==> config.mk <==
export PLATFORM = sky130hd
export DESIGN_NAME = id_stage_pipe
export DESIGN_NICKNAME = d
export VERILOG_FILES = /design/src/rtl/rv_pkg.sv /design/src/rtl/regfile_bypass.sv /design/src/rtl/id_stage_pipe.sv
export SDC_FILE = /design/constraint.sdc
export NUM_CORES = 2
export LEC_CHECK = 0
export BUFFER_PORTS_ARGS = -buffer_cell sky130_fd_sc_hd__clkbuf_2
export CAP_MARGIN = 20
export CORE_UTILIZATION = 60
export CTS_CLUSTER_SIZE = 20
export DETAILED_ROUTE_END_ITERATION = 8
export GPL_TIMING_DRIVEN = 0
export PLACE_DENSITY = 0.78
export SLEW_MARGIN = 20
export SYNTH_ARGS = -nofsm -noshare
export SYNTH_HDL_FRONTEND = slang
export SYNTH_SLANG_ARGS = --single-unit
export TNS_END_PERCENT = 100
==> constraint.sdc <==
create_clock -name clk -period 47 [get_ports clk]
set_input_delay 0 -clock clk [delete_from_list [all_inputs] [get_ports clk]]
set_output_delay 0 -clock clk [all_outputs]
set_load 0.01 [all_outputs]
==> src/rtl/rv_pkg.sv <==
// Shared RV32I decode definitions: opcodes, immediate formats and per-opcode
// control decode used by the ID stage.
package rv_pkg;

   localparam logic [6:0] OP_IMM = 7'b0010011;
   localparam logic [6:0] LOAD   = 7'b0000011;
   localparam logic [6:0] STORE  = 7'b0100011;
   localparam logic [6:0] OP     = 7'b0110011;
   localparam logic [6:0] BRANCH = 7'b1100011;
   localparam logic [6:0] JAL    = 7'b1101111;
   localparam logic [6:0] JALR   = 7'b1100111;
   localparam logic [6:0] LUI    = 7'b0110111;
   localparam logic [6:0] AUIPC  = 7'b0010111;

   typedef enum logic [2:0] {
      IMM_NONE,
      IMM_I,
      IMM_S,
      IMM_B,
      IMM_U,
      IMM_J
   } imm_fmt_e;

   typedef struct packed {
      logic     use1;
      logic     use2;
      logic     reg_write;
      logic     mem_read;
      imm_fmt_e fmt;
   } dec_t;

   function automatic dec_t decode(input logic [6:0] opc);
      dec_t d;
      d.use1      = !((opc == LUI) || (opc == AUIPC) || (opc == JAL));
      d.use2      = (opc == OP) || (opc == STORE) || (opc == BRANCH);
      d.reg_write = !((opc == STORE) || (opc == BRANCH));
      d.mem_read  = (opc == LOAD);
      case (opc)
         OP_IMM, LOAD, JALR: d.fmt = IMM_I;
         STORE:              d.fmt = IMM_S;
         BRANCH:             d.fmt = IMM_B;
         LUI, AUIPC:         d.fmt = IMM_U;
         JAL:                d.fmt = IMM_J;
         default:            d.fmt = IMM_NONE;
      endcase
      return d;
   endfunction

endpackage

==> src/rtl/regfile_bypass.sv <==
// Two-read / one-write register file with write-first bypass; x0 and indices
// at or above NREGS read as zero and are never written.
module regfile_bypass
   import rv_pkg::*;
#(
   parameter int XLEN  = 32,
   parameter int NREGS = 32,
   parameter int RAW   = $clog2(NREGS)
) (
   input  logic            clk,
   input  logic            rst,
   input  logic [4:0]      raddr1,
   output logic [XLEN-1:0] rdata1,
   input  logic [4:0]      raddr2,
   output logic [XLEN-1:0] rdata2,
   input  logic            we,
   input  logic [4:0]      waddr,
   input  logic [XLEN-1:0] wdata
);

   logic [XLEN-1:0] regs_q [NREGS];
   logic            ra1_ok, ra2_ok, wa_ok;

   assign ra1_ok = (raddr1 != 5'd0) && (int'(raddr1) < NREGS);
   assign ra2_ok = (raddr2 != 5'd0) && (int'(raddr2) < NREGS);
   assign wa_ok  = (waddr  != 5'd0) && (int'(waddr)  < NREGS);

   always_ff @(posedge clk or posedge rst) begin
      if (rst) begin
         for (int i = 0; i < NREGS; i++) regs_q[i] <= '0;
      end else if (we && wa_ok) begin
         regs_q[waddr[RAW-1:0]] <= wdata;
      end
   end

   // Same-cycle write wins so the decoder sees the value being retired.
   assign rdata1 = !ra1_ok                   ? '0    :
                   (we && (waddr == raddr1)) ? wdata : regs_q[raddr1[RAW-1:0]];
   assign rdata2 = !ra2_ok                   ? '0    :
                   (we && (waddr == raddr2)) ? wdata : regs_q[raddr2[RAW-1:0]];

endmodule

==> src/rtl/id_stage_pipe.sv <==
// Pipelined RV32I decode stage: register read with bypass, immediate generation,
// load-use bubble, flush and held-operand refresh into a handshaked ID/EX register.
module id_stage_pipe
   import rv_pkg::*;
#(
   parameter int XLEN  = 32,
   parameter int NREGS = 32,
   parameter int RAW   = $clog2(NREGS)
) (
   input  logic            clk,
   input  logic            rst,
   input  logic            if_valid,
   output logic            if_ready,
   input  logic [31:0]     instr_in,
   input  logic [XLEN-1:0] pc_in,
   input  logic [XLEN-1:0] pc4_in,
   input  logic            flush,
   input  logic            wb_we,
   input  logic [4:0]      wb_rd,
   input  logic [XLEN-1:0] wb_data,
   output logic            ex_valid,
   input  logic            ex_ready,
   output logic [XLEN-1:0] rs1_data,
   output logic [XLEN-1:0] rs2_data,
   output logic [XLEN-1:0] imm,
   output logic [6:0]      opcode,
   output logic [2:0]      func3,
   output logic [4:0]      rd,
   output logic            reg_write,
   output logic            mem_read,
   output logic [XLEN-1:0] pc_id,
   output logic [XLEN-1:0] pc4_id
);

   typedef struct packed {
      logic [XLEN-1:0] rs1d;
      logic [XLEN-1:0] rs2d;
      logic [XLEN-1:0] imm;
      logic [XLEN-1:0] pc;
      logic [XLEN-1:0] pc4;
      logic [4:0]      rs1i;
      logic [4:0]      rs2i;
      logic [4:0]      rd;
      logic [6:0]      opcode;
      logic [2:0]      func3;
      logic            reg_write;
      logic            mem_read;
   } idex_t;

   logic [4:0]      rs1_a, rs2_a, rd_a;
   logic [6:0]      opc;
   dec_t            dec;
   logic [XLEN-1:0] rf_rs1, rf_rs2, imm_x;
   logic [31:0]     imm32;

   logic  vld_q, vld_d;
   idex_t idex_q, idex_d;
   logic  adv, haz, load, wb_hit;

   assign opc   = instr_in[6:0];
   assign rd_a  = instr_in[11:7];
   assign rs1_a = instr_in[19:15];
   assign rs2_a = instr_in[24:20];
   assign dec   = decode(opc);

   regfile_bypass #(
      .XLEN  (XLEN),
      .NREGS (NREGS),
      .RAW   (RAW)
   ) u_rf (
      .clk    (clk),
      .rst    (rst),
      .raddr1 (rs1_a),
      .rdata1 (rf_rs1),
      .raddr2 (rs2_a),
      .rdata2 (rf_rs2),
      .we     (wb_we),
      .waddr  (wb_rd),
      .wdata  (wb_data)
   );

   always_comb begin
      imm32 = '0;
      case (dec.fmt)
         IMM_I:   imm32 = {{20{instr_in[31]}}, instr_in[31:20]};
         IMM_S:   imm32 = {{20{instr_in[31]}}, instr_in[31:25], instr_in[11:7]};
         IMM_B:   imm32 = {{19{instr_in[31]}}, instr_in[31], instr_in[7],
                           instr_in[30:25], instr_in[11:8], 1'b0};
         IMM_U:   imm32 = {instr_in[31:12], 12'b0};
         IMM_J:   imm32 = {{11{instr_in[31]}}, instr_in[31], instr_in[19:12],
                           instr_in[20], instr_in[30:21], 1'b0};
         default: imm32 = '0;
      endcase
   end

   assign imm_x = XLEN'($signed(imm32));

   // Load-use: a load in ID/EX whose result a consumer needs forces one bubble.
   assign adv      = ~vld_q | ex_ready;
   assign haz      = vld_q & idex_q.mem_read & (idex_q.rd != 5'd0) &
                     ((dec.use1 & (rs1_a == idex_q.rd)) | (dec.use2 & (rs2_a == idex_q.rd)));
   assign if_ready = flush | (adv & ~haz);
   assign load     = ~flush & adv & if_valid & ~haz;
   assign wb_hit   = wb_we & (wb_rd != 5'd0) & (int'(wb_rd) < NREGS);

   always_comb begin
      vld_d  = vld_q;
      idex_d = idex_q;
      if (flush) begin
         vld_d = 1'b0;
      end else if (adv) begin
         vld_d = if_valid & ~haz;
         if (load) begin
            idex_d.rs1d      = rf_rs1;
            idex_d.rs2d      = rf_rs2;
            idex_d.imm       = imm_x;
            idex_d.pc        = pc_in;
            idex_d.pc4       = pc4_in;
            idex_d.rs1i      = rs1_a;
            idex_d.rs2i      = rs2_a;
            idex_d.rd        = rd_a;
            idex_d.opcode    = opc;
            idex_d.func3     = instr_in[14:12];
            idex_d.reg_write = dec.reg_write;
            idex_d.mem_read  = dec.mem_read;
         end
      end else begin
         // Held instruction keeps tracking retirements so EX never sees stale operands.
         if (wb_hit && (wb_rd == idex_q.rs1i)) idex_d.rs1d = wb_data;
         if (wb_hit && (wb_rd == idex_q.rs2i)) idex_d.rs2d = wb_data;
      end
   end

   always_ff @(posedge clk or posedge rst) begin
      if (rst) begin
         vld_q  <= 1'b0;
         idex_q <= '0;
      end else begin
         vld_q  <= vld_d;
         idex_q <= idex_d;
      end
   end

   assign ex_valid  = vld_q;
   assign rs1_data  = idex_q.rs1d;
   assign rs2_data  = idex_q.rs2d;
   assign imm       = idex_q.imm;
   assign opcode    = idex_q.opcode;
   assign func3     = idex_q.func3;
   assign rd        = idex_q.rd;
   assign reg_write = idex_q.reg_write;
   assign mem_read  = idex_q.mem_read;
   assign pc_id     = idex_q.pc;
   assign pc4_id    = idex_q.pc4;

endmodule

==> metrics.md <==
| Metric | Value |
|---|---|
| Critical path arrival | 4.77 ns |
| Slowest stage delay, CP | 0.78 ns |
| CTS sink cnt | 1,212 |
| Power Density | 42.80 nW/um2 |
| Slew Limit Fails | 0 |
| Row count | 118 |
| Top cell type by total area after synthesis | dfrtp_1 |
| First-pass GRT wire length | 387.7 mm |
| Maximum VDD drop | 33.82 uV |
| Hold Vio Cnt, Final | 3 |
| Post-Place Cell Area | 67,430 um2 |
| Die Y | 326.3 um |
| Post-synth ARST share | 100.0% |
| Post-synthesis sequential area ratio | 48.07% |
| Min Hold Slack | -0.02352 ns |
| Core Footprint | 103,900 um2 |
| DP HPWL | 185.2 mm |
| Share of layout cells above drive strength 1 | 44.68% |
| GR Overflow Total | 0 |
| YS warnings | 0 |
| Vias per std cell | 7.563 |
| Commonest non-fill, non-tap cells in the layout | dfrtp_1 (1,212), mux2_2 (1,058), clkbuf_2 (401) |
| ANT nets after route | 0 |
| Int Power | 0.002230 W |
| NumNets Final | 5,443 |
| Slew margin rel. | 1.768% |
| Crit path capture type | flop |
| Wire per inst | 41.73 um |
| Layout area overhead | 17.22% |
| Antenna violations before repair | 27 |
| Routed wl met2 | 113.3 mm |
| WL met1 | 93.63 mm |
| Worst Path Required | 47.69 ns |
| Synth top area cells | dfrtp_1 (48%), mux2_2 (19%), mux4_2 (14%), mux2i_1 (4.0%), buf_4 (2.1%) |
| Clk_skew | 0.02085 ns |
| Total Die Area | 106,500 um2 |
| CTS root buf | clkbuf_16 |
| Most used cell, CP | buf_2 |
| Count of cell types in the netlist | 61 |
| Period Utilization, post-route | 8.696% |
| Num CTS Buffers | 134 |
| Fmax achieved | 244.7 MHz |
| Max H-tree Level | 4 |
| Sw power | 0.0009358 W |
| Flop-to-flop setup slack | 42.97 ns |
| Design Area, Final | 73,960 um2 |
| Post-synth design cell area | 63,100 um2 |
| EDFF count, synth | 0 |
| Initial core utilization | 60.71% |
| DR WL met3 | 48.72 mm |
| Die Width | 326.3 um |
| Overall Global Routing Usage | 53.42% |
| Top cell type's share of synthesized area | 48.07% |
| Number of detailed-route iterations in the first pass | 8 |
| Port bufs | 308 |
| Vias in the first global route | 50,060 |
| Crit Path Class | in2reg |
| I/O pins | 318 |
| Final core occ | 71.16% |
| 1st-iter DRT viols | 8,582 |
| Synth Flop Type | dfrtp_1 |
| Routability cong. | 1.073 |
| Clock tree buffer depth | 3 |
| Register share of total power | 43.5% |
| Lkg Pwr | 33.70 nW |
| Clk_lat worst skew | 0.81 ns |
| Failing checks | negative hold slack |
| Clock-pin slew on the worst setup and hold paths | 0.06 ns |
| Worst path slowest cell | a21oi_1 |
| Max-cap violations | 0 |
| #FFs+latches synth | 1,212 |
| Avg Cell Area, Syn | 13.63 um2 |
| Final wirelength | 283.9 mm |
| Combinational power share | 21.6% |
| HP Class | in2reg |
| CP Buf/Inv Count | 5 |
| Clock group share of total power | 34.9% |
| Commonest non-fill, non-tap cell in the layout | dfrtp_1 |
| Syn Nets | 4,767 |
| Worst setup SP type | input port |
| Kind of cell adding the most delay to the critical path | buffers and inverters |
| Sw frac | 29.56% |
| Via count | 51,450 |
| Final setup fails | 0 |
| Critical path peak fanout | 10 |
| Residual DRC | 0 |
| Setup repair bufs after CTS | 0 |
| Cells after Synth | 4,628 |
| Worst path cell trace | buf_2 > buf_4 > buf_2 > buf_2 > buf_2 > mux2i_1 > o221ai_1 > a21oi_1 > a22oi_1 > a22o_1 > mux2_2 |
| Largest net degree at the start of global routing | 104 |
| Actual slew at the worst max-slew pin | 1.473 ns |
| Setup repair after global routing missed its margin | false |
| Tmin final | 4.087 ns |
| Outcome | finished, violations left |
| TritonCTS clock tree | built |
| DR top layer | met5 |
[layout make-up]
| cell class | count | area, um2 |
|---|---|---|
| Clock buffer | 190 | 3940 |
| Antenna cell | 18 | 45.04 |
| Multi-Input combinational cell | 2748 | 29560 |
| Timing Repair Buffer | 540 | 4320 |
| Clock inverter | 47 | 570.5 |
| Fill cell | 6929 | 29980 |
| Buffer | 664 | 3443 |
| Inverter | 4 | 22.52 |
| Tap cell | 1380 | 1727 |
| Sequential cell | 1212 | 30330 |
[metrics by stage]
stage	cells	hold slack, ns	power [W]	worst slack [ns]	setup TNS (ns)
2_1_floorplan	4628	0.09931	0.001791	12.85	0
3_3_place_gp	6316	0.1948	0.001982	-0.3508	-225.39
3_5_place_dp	6356	0.01649	0.002015	42.06	0
4_1_cts	6782	0.0001201	0.003108	42.86	0
5_1_grt	6789	0.006865	0.003226	43.08	0
6_report	6803	-0.02352	0.003166	42.91	0
[sequential cells by signal, indices dropped and copies added (netlist names)]
signal and count:
ex_valid 1, func3 3, idex_q 10, imm 32
mem_read 1, opcode 7, pc4_id 32, pc_id 32
rd 5, reg_write 1, rs1_data 32, rs2_data 32
u_rf.regs_q 1024
[metal layers]
layer | vias up | global-route usage [%]
li1 | 18640 | -
met1 | 26070 | 63.35
met2 | 5143 | 71.57
met3 | 1565 | 29.94
met4 | 37 | 40.87
met5 | - | 1.287
[worst paths after layout]
kind | startpoint | end | cells past startpoint
setup / recovery | instr_in[20] | rs2_data[24]$_DFFE_PP0P_ | 11
hold reg to reg | pc_id[1]$_DFFE_PP0P_ | pc_id[1]$_DFFE_PP0P_ | 2
max in group asynchronous | rst | u_rf.regs_q[21]$_DFFE_PP0P_ | 8
hold / removal | instr_in[14] | func3[2]$_DFFE_PP0P_ | 4
min in group asynchronous | rst | u_rf.regs_q[104]$_DFFE_PP0P_ | 4
setup reg to reg | rd[1]$_DFFE_PP0P_ | rs1_data[10]$_DFFE_PP0P_ | 7
[power groups by stage]
stage	clock network [W]	logic (W)	registers, W
after floorplan	0	0.000452	0.00134
after global placement	0	0.000612	0.00137
after detailed placement	0	0.000636	0.00138
after CTS	0.00109	0.000653	0.00136
after global routing	0.00113	0.000701	0.00139
final	0.00111	0.000684	0.00138
[worst register-to-register path, cell delays in order (launching register included)]
cell and delay [ns]:
dfrtp_1 0.44, or4_1 0.56, o211ai_1 0.22, nor4_2 0.15
o31ai_2 0.97, clkbuf_1 1.02, a22o_1 0.40, mux2_2 0.19
[what timing repair did]
action,4_1_cts,5_1_grt
hold endpoints to repair,1115,0
hold buffers,189,0
resized for setup,0,0
[cells in the mapped netlist (14+ instances only)]
library cell	n
clkbuf_1	321
a211oi_1	23
mux4_2	385
buf_1	92
o221ai_1	72
o21ai_0	35
o22ai_1	49
mux2_2	1058
a22o_1	87
mux2i_1	249
nand2_1	336
a21oi_1	114
buf_4	177
a22oi_1	130
xor2_1	14
xnor2_1	16
nor2_1	32
a2111oi_0	27
buf_2	70
dfrtp_1	1212
[cell families (layout without fill, tap and decap cells)]
kind of cell / count (synthesis) / in the layout / synth area share [%]
multiplexers: 1698 / 1698 / 36.68
AO/OA/AOI/OAI: 577 / 577 / 6.619
other: 0 / 18 / 0
XOR/XNOR: 30 / 30 / 0.4164
flip-flops: 1212 / 1212 / 48.07
AND/OR/NAND/NOR: 443 / 443 / 3.002
buffers and inverters: 668 / 1445 / 5.213
(Power assumes the default switching activity.)
